===== src/rtl/alu_pkg.sv =====
// Shared ALU definitions: opcode constants used by the control decoder and
// the execution unit, plus the execution unit's state encoding.
package alu_pkg;

  localparam logic [2:0] ALU_AND = 3'b000;
  localparam logic [2:0] ALU_OR  = 3'b001;
  localparam logic [2:0] ALU_ADD = 3'b010;
  localparam logic [2:0] ALU_MUL = 3'b101;
  localparam logic [2:0] ALU_SUB = 3'b110;

  localparam logic [1:0] ST_IDLE = 2'd0;
  localparam logic [1:0] ST_MUL  = 2'd1;
  localparam logic [1:0] ST_DONE = 2'd2;

endpackage


===== src/rtl/alu_mul_iter.sv =====
// Iterative shift-add multiplier. A start pulse loads the operands and clears
// the accumulator; one multiplier bit is consumed per clock. done_o flags the
// edge on which the WIDTH-th iteration completes, with product_o already
// holding the final (wrapped) product, so the caller can capture it directly.
module alu_mul_iter
  import alu_pkg::*;
#(
  parameter int WIDTH = 32
) (
  input  logic             clk_i,
  input  logic             rst_n_i,
  input  logic             start_i,
  input  logic [WIDTH-1:0] a_i,
  input  logic [WIDTH-1:0] b_i,
  output logic             done_o,
  output logic [WIDTH-1:0] product_o
);

  localparam int CW = $clog2(WIDTH + 1);
  localparam logic [CW-1:0] LAST = CW'(WIDTH - 1);

  logic [WIDTH-1:0] mcand_q;
  logic [WIDTH-1:0] mplier_q;
  logic [WIDTH-1:0] acc_q;
  logic [CW-1:0]    cnt_q;
  logic             busy_q;
  logic [WIDTH-1:0] acc_d;

  // Accumulate the shifted multiplicand when the current multiplier bit is set.
  always_comb begin
    acc_d = acc_q;
    if (mplier_q[0]) acc_d = acc_q + mcand_q;
  end

  assign done_o    = busy_q && (cnt_q == LAST);
  assign product_o = acc_d;

  // Operand load on start, then one shift-add step per clock until the last bit.
  always_ff @(posedge clk_i or negedge rst_n_i) begin
    if (!rst_n_i) begin
      mcand_q  <= '0;
      mplier_q <= '0;
      acc_q    <= '0;
      cnt_q    <= '0;
      busy_q   <= 1'b0;
    end else if (start_i) begin
      mcand_q  <= a_i;
      mplier_q <= b_i;
      acc_q    <= '0;
      cnt_q    <= '0;
      busy_q   <= 1'b1;
    end else if (busy_q) begin
      mcand_q  <= mcand_q << 1;
      mplier_q <= mplier_q >> 1;
      acc_q    <= acc_d;
      cnt_q    <= cnt_q + 1'b1;
      if (cnt_q == LAST) busy_q <= 1'b0;
    end
  end

endmodule


===== src/rtl/alu_exec_unit.sv =====
// ALU execution unit: single-cycle logic/arithmetic ops and a fixed-latency
// iterative multiply, behind a valid/ready request and a valid/ready result.
//
//   state   | meaning
//   IDLE    | ready for a request; data_o holds the previous result
//   MUL     | multiplier iterating, requests ignored
//   DONE    | result presented, held until the consumer accepts it
module alu_exec_unit
  import alu_pkg::*;
#(
  parameter int WIDTH = 32
) (
  input  logic             clk_i,
  input  logic             rst_n_i,
  input  logic             valid_i,
  output logic             ready_o,
  input  logic [2:0]       ALUCtrl_i,
  input  logic [WIDTH-1:0] data1_i,
  input  logic [WIDTH-1:0] data2_i,
  output logic             valid_o,
  input  logic             ready_i,
  output logic [WIDTH-1:0] data_o,
  output logic             zero_o
);

  logic [1:0]       state_q, state_d;
  logic [WIDTH-1:0] data_q, data_d;
  logic [WIDTH-1:0] alu_res;
  logic             mul_start;
  logic             mul_done;
  logic [WIDTH-1:0] mul_product;

  alu_mul_iter #(.WIDTH(WIDTH)) u_mul (
    .clk_i     (clk_i),
    .rst_n_i   (rst_n_i),
    .start_i   (mul_start),
    .a_i       (data1_i),
    .b_i       (data2_i),
    .done_o    (mul_done),
    .product_o (mul_product)
  );

  // Single-cycle operations; undefined codes (including mul here) yield zero.
  always_comb begin
    alu_res = '0;
    case (ALUCtrl_i)
      ALU_ADD: alu_res = data1_i + data2_i;
      ALU_SUB: alu_res = data1_i - data2_i;
      ALU_AND: alu_res = data1_i & data2_i;
      ALU_OR:  alu_res = data1_i | data2_i;
      default: alu_res = '0;
    endcase
  end

  // Next-state and result capture; DONE always returns to IDLE before a new request.
  always_comb begin
    state_d   = state_q;
    data_d    = data_q;
    mul_start = 1'b0;
    case (state_q)
      ST_IDLE: begin
        if (valid_i) begin
          if (ALUCtrl_i == ALU_MUL) begin
            state_d   = ST_MUL;
            mul_start = 1'b1;
          end else begin
            state_d = ST_DONE;
            data_d  = alu_res;
          end
        end
      end
      ST_MUL: begin
        if (mul_done) begin
          state_d = ST_DONE;
          data_d  = mul_product;
        end
      end
      ST_DONE: begin
        if (ready_i) state_d = ST_IDLE;
      end
      default: state_d = ST_IDLE;
    endcase
  end

  // State and result registers.
  always_ff @(posedge clk_i or negedge rst_n_i) begin
    if (!rst_n_i) begin
      state_q <= ST_IDLE;
      data_q  <= '0;
    end else begin
      state_q <= state_d;
      data_q  <= data_d;
    end
  end

  assign ready_o = (state_q == ST_IDLE);
  assign valid_o = (state_q == ST_DONE);
  assign data_o  = data_q;
  assign zero_o  = (data_q == '0);

endmodule


===== config.mk =====
export PLATFORM = sky130hd
export DESIGN_NAME = alu_exec_unit
export DESIGN_NICKNAME = d
export VERILOG_FILES = /design/src/rtl/alu_pkg.sv /design/src/rtl/alu_mul_iter.sv /design/src/rtl/alu_exec_unit.sv
export SDC_FILE = /design/constraint.sdc
export NUM_CORES = 1
export LEC_CHECK = 0
export BUFFER_PORTS_ARGS = -buffer_cell sky130_fd_sc_hd__buf_2
export CAP_MARGIN = 15
export CORE_MARGIN = 2
export CORE_UTILIZATION = 45
export DETAILED_ROUTE_END_ITERATION = 6
export PLACE_DENSITY = 0.68
export SYNTH_ARGS = -nofsm -noshare
export SYNTH_HDL_FRONTEND = slang
export SYNTH_HIERARCHICAL = 1
export SYNTH_SLANG_ARGS = --single-unit

===== constraint.sdc =====
create_clock -name clk_i -period 4.29 [get_ports clk_i]
set_input_delay 0.858 -clock clk_i [delete_from_list [all_inputs] [get_ports clk_i]]
set_output_delay 0.858 -clock clk_i [all_outputs]
set_load 0.01 [all_outputs]

# ---- Word-level counts from Yosys, hierarchy flattened
# Cells that the tools add are included.
dict set report totals {
  register_bits 137
  word_cells 57
  output_inout_bits 35
  in_bits 71
}
dict set report op_classes {
  eq_ne 11
  add_sub_neg 4
  bitwise_logic 2
  muxes 25
  reduce_logical 8
}
# cell n
set ops {}
lappend ops {{$mux W32} 10}
lappend ops {{$pmux W32 S4} 1}
lappend ops {{$add A32 B32 Y32} 2}
lappend ops {{$pmux W32 S2} 1}
lappend ops {{$and A32 B32 Y32} 1}
lappend ops {{$logic_not A32 Y1} 1}
lappend ops {{$or A32 B32 Y32} 1}
lappend ops {{$sub A32 B32 Y32} 1}
lappend ops {{$mux W6} 2}
lappend ops {{$mux W2} 4}
lappend ops {{$add A6 B1 Y6 const B} 1}
lappend ops {{$eq A3 B3 Y1 const B} 2}
lappend ops {{$eq A6 B5 Y1 const B} 1}
lappend ops {{$mux W1} 6}
lappend ops {{$ne A2 B2 Y1 const B} 3}
lappend ops {{$pmux W2 S3} 1}
lappend ops {{$reduce_and A4 Y1} 1}
lappend ops {{$reduce_bool A2 Y1} 2}
lappend ops {{$eq A3 B1 Y1 const B} 1}
lappend ops {{$eq A3 B2 Y1 const B} 1}
lappend ops {{$logic_not A3 Y1} 1}
lappend ops {{$reduce_and A3 Y1} 1}
lappend ops {{$eq A2 B1 Y1 const B} 1}
lappend ops {{$eq A2 B2 Y1 const B} 1}
lappend ops {{other kinds (3)} 3}

# ---- Depth between registers and ports, before layout
# Gate-level depths: netlist of the first run.
dict set report logic_depth {
  depth_word 5
  ltp_mapped 17
  depth_no_buf 17
}

# ---- By module
# The synthesis of the first run kept the hierarchy.
# module seq_area_each_um2 instances cells_each area_each_um2
set by_module_without_submodules {}
lappend by_module_without_submodules {alu_mul_iter 2577.5 1 726 6572.6}
lappend by_module_without_submodules {alu_exec_unit 850.8 1 610 4697.0}

# ---- Least setup slack after synthesis of the first run
# OpenSTA, ideal clock, no wires.
dict set report synth_timing {
  path_kind {input -> register}
  startpoint {in data2_i[8]}
  endpoint {reg data_q[31], in the netlist data_o[31]}
  setup_ps 121
  path_buffers 0
  path_stages 15
  t_arrival_ps 4228
  path_slack_ps -60
  required_ps 4169
  path_cell_list {or4_4 -> nor4_4 -> nor3b_4 -> nand2_2 -> or3_4 -> o21ai_0 -> xor2_1 -> ha_1 -> a21oi_1 -> o21bai_1 -> a221oi_1 -> a21oi_1 -> o21a_1 -> o221a_2 -> o22a_1}
}
dict set report synth_via {
  elab_chain_cells 5
  elab_cells_between_ends 6
  cone_classes {2 x add/sub; 4 x mux}
}
# item line
set synth_lines {}
lappend synth_lines {{from (decl)} alu_exec_unit.sv:19} ;# input logic [WIDTH-1:0] data2_i,
lappend synth_lines {{$sub A32 B32 Y32 or $add A32 B32 Y32 (tied branches)} {alu_exec_unit.sv:48, alu_exec_unit.sv:47}}
lappend synth_lines {{$pmux W32 S4 (*)} alu_exec_unit.sv:46} ;# case (ALUCtrl_i)
lappend synth_lines {{$mux W32 (*)} alu_exec_unit.sv:63} ;# if (ALUCtrl_i == ALU_MUL) begin
lappend synth_lines {{$mux W32 (*)} alu_exec_unit.sv:62} ;# if (valid_i) begin
lappend synth_lines {{$pmux W32 S2 (*)} alu_exec_unit.sv:60} ;# case (state_q)
lappend synth_lines {{to (signal assigned)} alu_exec_unit.sv:92} ;# data_q <= data_d;
lappend synth_lines {{to (decl)} alu_exec_unit.sv:27} ;# logic [WIDTH-1:0] data_q, data_d;
# Mark *: on every way between the ends. The rest lies on a longest branch, timed or not. The select of a mux whose other input is x is not followed.
# A chain may end at the register's enable or synchronous reset.

# ---- Worst setup path in the final report of the first run
# Same ends and word-level chain as after synthesis.

==> results of run 1 <==
==> worst max-delay path: cells and delay by family <==
kind	cells	cell delay (ps)
AO/OA/AOI/OAI	8	1470
XOR/XNOR	1	170
adder cells (fa/ha/maj)	1	280
buffers and inverters	1	100
AND/OR/NAND/NOR	5	1570
==> cells by family after synthesis <==
group	Yosys count
AO/OA/AOI/OAI	396
XOR/XNOR	90
adder cells (fa/ha/maj)	97
buffers and inverters	100
flip-flops	137
multiplexers	105
AND/OR/NAND/NOR	411
==> layout make-up <==
type | instances | area [um^2] | share of cell area
multi-input combinational | 1099 | 7540 | 0.555
sequential | 137 | 3430 | 0.253
timing repair buffer | 233 | 1510 | 0.111
clock buffer | 17 | 425 | 0.0313
tap | 324 | 405 | 0.0298
clock inverter | 15 | 181 | 0.0134
inverter | 24 | 90.1 | 0.00663
==> through the flow <==
stage	power [mW]	setup TNS, ps	instances	hold slack, ps	worst slack, ps
2_1_floorplan	5.98	0	1336	505	16.7
3_3_place_gp	7.31	-1630	1813	526	-344
3_5_place_dp	7.45	-1900	1813	531	-330
4_1_cts	9.02	0	1845	522	100
5_1_grt	9.77	-93.7	1849	551	-45.7
6_report	9.08	0	1849	494	156
==> layout by cell type, fill, tap and decap left out, types with 11 or more instances in the layout <==
master / instances
nand2_1: 180
dfrtp_1: 136
buf_4: 127
o21ai_0: 117
nor2_1: 103
buf_2: 103
a21oi_1: 101
mux2i_1: 78
ha_1: 66
xor2_1: 51
xnor2_1: 39
maj3_1: 29
a21o_1: 27
mux2_2: 26
a221oi_1: 25
inv_1: 24
nor3_1: 19
and3_1: 19
clkbuf_16: 17
nor4_1: 14
nand4_1: 12
nand3_1: 12
o22ai_1: 11
o21bai_1: 11
a31oi_1: 11
==> power by group <==
part	switching (mW)	internal, mW	total (mW)
clock network	0.656	0.882	1.54
logic	2.85	2.26	5.10
registers	0.540	1.89	2.43
total	4.04	5.03	9.08
==> cells in the mapped netlist (24+ instances only) <==
| cell | n |
|---|---|
| a21oi_1 | 104 |
| o21ai_0 | 121 |
| dfrtp_1 | 137 |
| maj3_1 | 29 |
| a21o_1 | 27 |
| xor2_1 | 51 |
| a221oi_1 | 26 |
| mux2_2 | 26 |
| ha_1 | 66 |
| nand2_1 | 180 |
| mux2i_1 | 78 |
| xnor2_1 | 39 |
| clkbuf_1 | 56 |
| nor2_1 | 105 |
| inv_1 | 24 |
==> worst paths after layout <==
path | cells after the start | slack [ps] | to
hold / removal | 1 | 490 | u_mul/mplier_q[2]$_DFFE_PN0P_
hold reg to reg | 2 | 550 | u_mul/acc_q[9]$_DFFE_PN0P_
setup reg to reg | 13 | 610 | data_o[30]$_DFFE_PN0P_
max in group asynchronous | 2 | 3000 | u_mul/mcand_q[28]$_DFFE_PN0P_
setup / recovery | 16 | 160 | data_o[31]$_DFFE_PN0P_
min in group clk_i | 2 | 550 | u_mul/acc_q[9]$_DFFE_PN0P_
==> registers in the layout (all words and copies together) (netlist names) <==
register        count
state_q             2
u_mul/mplier_q     32
u_mul/acc_q        32
u_mul/cnt_q         6
u_mul/mcand_q      32
u_mul/busy_q        1
data_o             32
==> layer usage <==
metal | wire [um] | up-vias
met2 | 15700 | 335
met4 | 1100 | 0
li1 | - | 5252
met5 | 0 | -
met3 | 1660 | 66
met1 | 16200 | 5139
==> what timing repair did <==
action | in CTS | in global routing
gates resized for setup | 0 | 17
setup buffers | 0 | 4
endpoints found under the setup margin | 0 | 4
==> flow_summary.toml, run 1 <==
[status]
run_status = "completed"

[timing]
slew_viol_final = 0
relSlewSlack = 0.307
fin_crit_sh = 0.964
rsz0062_at_grt = "true"
final_hold_viol_count = 0
worst_slew_pin_slew_ps = 1040
skew_ps = 13.1
fmax_ghz = 0.242
period_needed_ps = 4130
final-setup-viol-count = 0

[power]
p_leak_nw = 6.44
ir_worst_vdd_mv = 0.354
power_density_nw_per_um2 = 668

[route]
drc = 0
drtAntennaViolNets = 0
vias = 10800
viasPerCell = 5.84
firstDrtPassIters = 5
wire_per_inst_um = 18.8
drt-initial-drc-count = 805
finalWirelength_um = 34700

[die]
die_x_um = 162
dieArea_um2 = 26300
fp-row-count = 57
die_y_um = 162
floorplan.initialDensity = 0.461
boundaryPins = 106
core-area_um2 = 24500

[synthesis]
syn_avg_cell_area_um2 = 8.44
yosysWarnings = 6
synth_cell_type_count = 84
synthAdderAreaFrac = 0.103
yosysTopAreaCellShare = 0.304
yosysSeqAreaShare = 0.304
synth_top_area_cell = "dfrtp_1"
synth_compound_area_frac = 0.225
synth_nets = 1475
synth_edf_count = 0
synthArstFlopShare = 1.00
yosys.area_share.simple = 0.168
synthXorXnorAreaFrac = 0.0699
netlist_top_cells_area = "dfrtp_1, ha_1, mux2i_1"
synth_ff_type = "dfrtp_1"
yosys-mux-area-fraction = 0.0966
synth_top_family_by_area = "compound AO/OA/AOI/OAI gates"
netlist_area_um2 = 11300
yosys_register_bits = 137
postSynthCellCount = 1336

[job]
max_cap_violations = 0

[placement]
dp_hpwl_um = 26700
placed_cell_area_um2 = 12900
io_buffers = 105
gp_congestion = 0.940

[cells_and_area]
area_growth_pct = 20.6
postLayoutCellArea_um2 = 13600
fin_nets = 1651
fillers = 2251
diodes = 0
drive_gt1_frac = 0.215
final_util = 0.555

[global_routing]
grt_overflow_total = 0
met3_usage = 0.0322
grt.total_usage = 0.267
grt_pass1_vias = 10400
grt_max_degree = 110
antenna_found_initial = 0
met1_usage = 0.373
grt_most_used_layer = "met2"
grt_pass1_wl_um = 55300
grt_use_met2 = 0.425

[hold_path]
hold_path_class = "input pin to asynchronous set/reset pin"

[clocking]
cts_hold_buf = 0
cts.reportedPaths.clkPinSlew_ps = 70
htreeDepth = 4
clk_latency_ps = 440
clockBufferDepth = 2
numCtsBuffers = 17
cts_num_sinks = 137
root_buffer = "clkbuf_16"
cts_tree = "built"

[setup_path]
cp.required_ps = 4600
r2r_start = "u_mul/mcand_q[0]$_DFFE_PN0P_"
critPathLaunchType = "input pin"
cp_slowest_cell = "or4_4"
crit_start = "data2_i[8]"
cp_max_fo = 4
critical_path.endpoint_type = "flop"
crit_arrival_ps = 4450
cp_cell_sequence = "buf_6 > or4_4 > nor4_4 > nor3b_4 > nand2_2 > or3_4 > o21ai_1 > xor2_1 > ha_1 > a21oi_1 > o21bai_1 > a221oi_2 > a21oi_2 > o21a_1 > o221a_2 > o22a_1"
path_class = "input pin to flop"
max_stage_delay_ps = 550
Power figures use the tool's default switching activity.
==> run 2: changes to the inputs <==
==> constraint.sdc (replaced) <==
create_clock -name clk_i -period 4.3 [get_ports clk_i]
set_input_delay 0.86 -clock clk_i [delete_from_list [all_inputs] [get_ports clk_i]]
set_output_delay 0.86 -clock clk_i [all_outputs]
set_load 0.01 [all_outputs]
==> run 2 against run 1 <==
Critical path depth is the same. Register-to-register slack better by 70 ps. Die area is the same. Final cell count shrank 0.38%. Routed wire length up 0.79%. Combinational power grew 0.8%. First-iteration DRC count grew 22%. Design area is 0.72% lower. Clock-buffer cell count stayed put. Highest routed layer unchanged.
==> flow_summary.toml, run 2 (synthesized netlist as in run 1, its figures left out) <==
[timing]
relSlewSlack = 0.227
tns_ps = 0
fmax_ghz = 0.242
skew_ps = 12.2
slew_viol_final = 0
period_needed_ps = 4140
final_hold_viol_count = 0
worst_slew_pin_slew_ps = 1160
fin_crit_sh = 0.962
timing.hold.ws_ps = 507
rsz0062_at_grt = "true"
final-setup-viol-count = 0

[setup_path]
critPathLaunchType = "input pin"
cp_max_fo = 4
path_class = "input pin to flop"
critical_path.endpoint_type = "flop"
crit_arrival_ps = 4450
cp.required_ps = 4620

[die]
floorplan.initialDensity = 0.461
die_x_um = 162
dieArea_um2 = 26300
boundaryPins = 106
fp-row-count = 57
die_y_um = 162
core-area_um2 = 24500

[global_routing]
antenna_found_initial = 0
grt_pass1_vias = 10300
grt_pass1_wl_um = 55300
grt_overflow_total = 0
grt.total_usage = 0.267
met3_usage = 0.0447
met1_usage = 0.370
grt_use_met2 = 0.423
grt_max_degree = 110
grt_most_used_layer = "met2"

[power]
comb_power_share = 0.568
p_int_mw = 4.95
p_sw_frac = 0.452
power_density_nw_per_um2 = 670
ir_worst_vdd_mv = 0.315
p_seq_frac = 0.269
clkPwrFrac = 0.162
p_leak_nw = 6.41
p_total_mw = 9.03
net-switching-power_mw = 4.08

[cells_and_area]
area_growth_pct = 19.7
drive_gt1_frac = 0.211
final_cell_mix = "nand2_1, dfrtp_1, buf_4, o21ai_0, buf_2"
diodes = 0
fin_nets = 1644
final_util = 0.551
fillers = 2263
final_common_cell = "nand2_1"

[route]
firstDrtPassIters = 6
viasPerCell = 5.86
drc = 0
wire_per_inst_um = 19.0
drtAntennaViolNets = 0
drt-initial-drc-count = 981
finalWirelength_um = 35000
vias = 10800

[job]
max_cap_violations = 0

[status]
run_status = "completed"

[clocking]
cts_num_sinks = 137
clockBufferDepth = 2
htreeDepth = 4
cts_tree = "built"
cts.reportedPaths.clkPinSlew_ps = 60
root_buffer = "clkbuf_16"
clk_latency_ps = 430
numCtsBuffers = 17

[hold_path]
hold_path_class = "input pin to asynchronous set/reset pin"

[placement]
dp_hpwl_um = 26800
gp_congestion = 0.949
io_buffers = 105
run 2: cell types whose count changed in the layout (fill, tap and decap cells not counted), sizes merged:
cell | before | now
inv | 33 | 31
buf | 233 | 226
clkinvlp | 4 | 1
bufinv | 2 | 1
clkinv | 0 | 6
run 2: cell type report:
type	instances	area (um^2)	share of cell area
multi-input combinational	1099	7530	0.558
sequential	137	3430	0.254
timing repair buffer	226	1450	0.108
clock buffer	17	425	0.0315
tap	324	405	0.0301
clock inverter	15	158	0.0117
inverter	24	90.1	0.00668
run 2: layer usage:
| metal | share of wire | up-vias |
|---|---|---|
| met3 | 0.060 | 81 |
| met1 | 0.45 | 5107 |
| li1 | - | 5232 |
| met2 | 0.45 | 375 |
| met4 | 0.036 | 0 |
| met5 | 0 | - |
run 2: critical path: stages:
cell and delay [ps]:
buf_2 110, or4_4 550, nor4_4 210, nor3b_4 270, nand2_2 80, or3_4 410
o21ai_1 160, xor2_1 160, ha_1 270, a21oi_1 160, o21bai_1 120, a221oi_4 340
a21oi_2 110, o21a_1 180, o221a_2 290, o22a_1 160
run 2: path summary, 6_finish.rpt:
kind / startpoint / end / slack, ps / cells after the start
worst max register to register: u_mul/mcand_q[0]$_DFFE_PN0P_ / data_o[26]$_DFFE_PN0P_ / 680 / 13
worst min-delay path: rst_n_i / u_mul/mplier_q[2]$_DFFE_PN0P_ / 510 / 1
worst max-delay path: data2_i[8] / data_o[31]$_DFFE_PN0P_ / 160 / 16
max in group asynchronous: rst_n_i / u_mul/mcand_q[22]$_DFFE_PN0P_ / 3000 / 2
worst min register to register: u_mul/acc_q[19]$_DFFE_PN0P_ / u_mul/acc_q[19]$_DFFE_PN0P_ / 550 / 2
min in group clk_i: u_mul/acc_q[19]$_DFFE_PN0P_ / u_mul/acc_q[19]$_DFFE_PN0P_ / 550 / 2
run 2: metrics by stage:
stage          worst slack, ps  cells  instance area [um^2]
3_5_place_dp              -290   1810                 12800
5_1_grt                  -14.4   1842                 13500
6_report                   163   1842                 13500
2_1_floorplan             24.7   1336                 11300
3_3_place_gp              -274   1810                 12800
4_1_cts                    150   1842                 13400
run 2: power groups by stage:
stage          Clock, mW  Combinational, mW  Sequential (mW)
6_report            1.47               5.14             2.43
5_1_grt             1.55               5.64             2.49
4_1_cts             1.49               5.06             2.41
3_5_place_dp           0               5.02             2.43
3_3_place_gp           0               4.88             2.41
2_1_floorplan          0               3.67             2.29
run 2: timing repair:
item                                    in CTS  in global routing
setup buffers                                0                  0
gates resized for setup                      0                 12
hold buffers                                 0                  0
endpoints found under the setup margin       0                  8
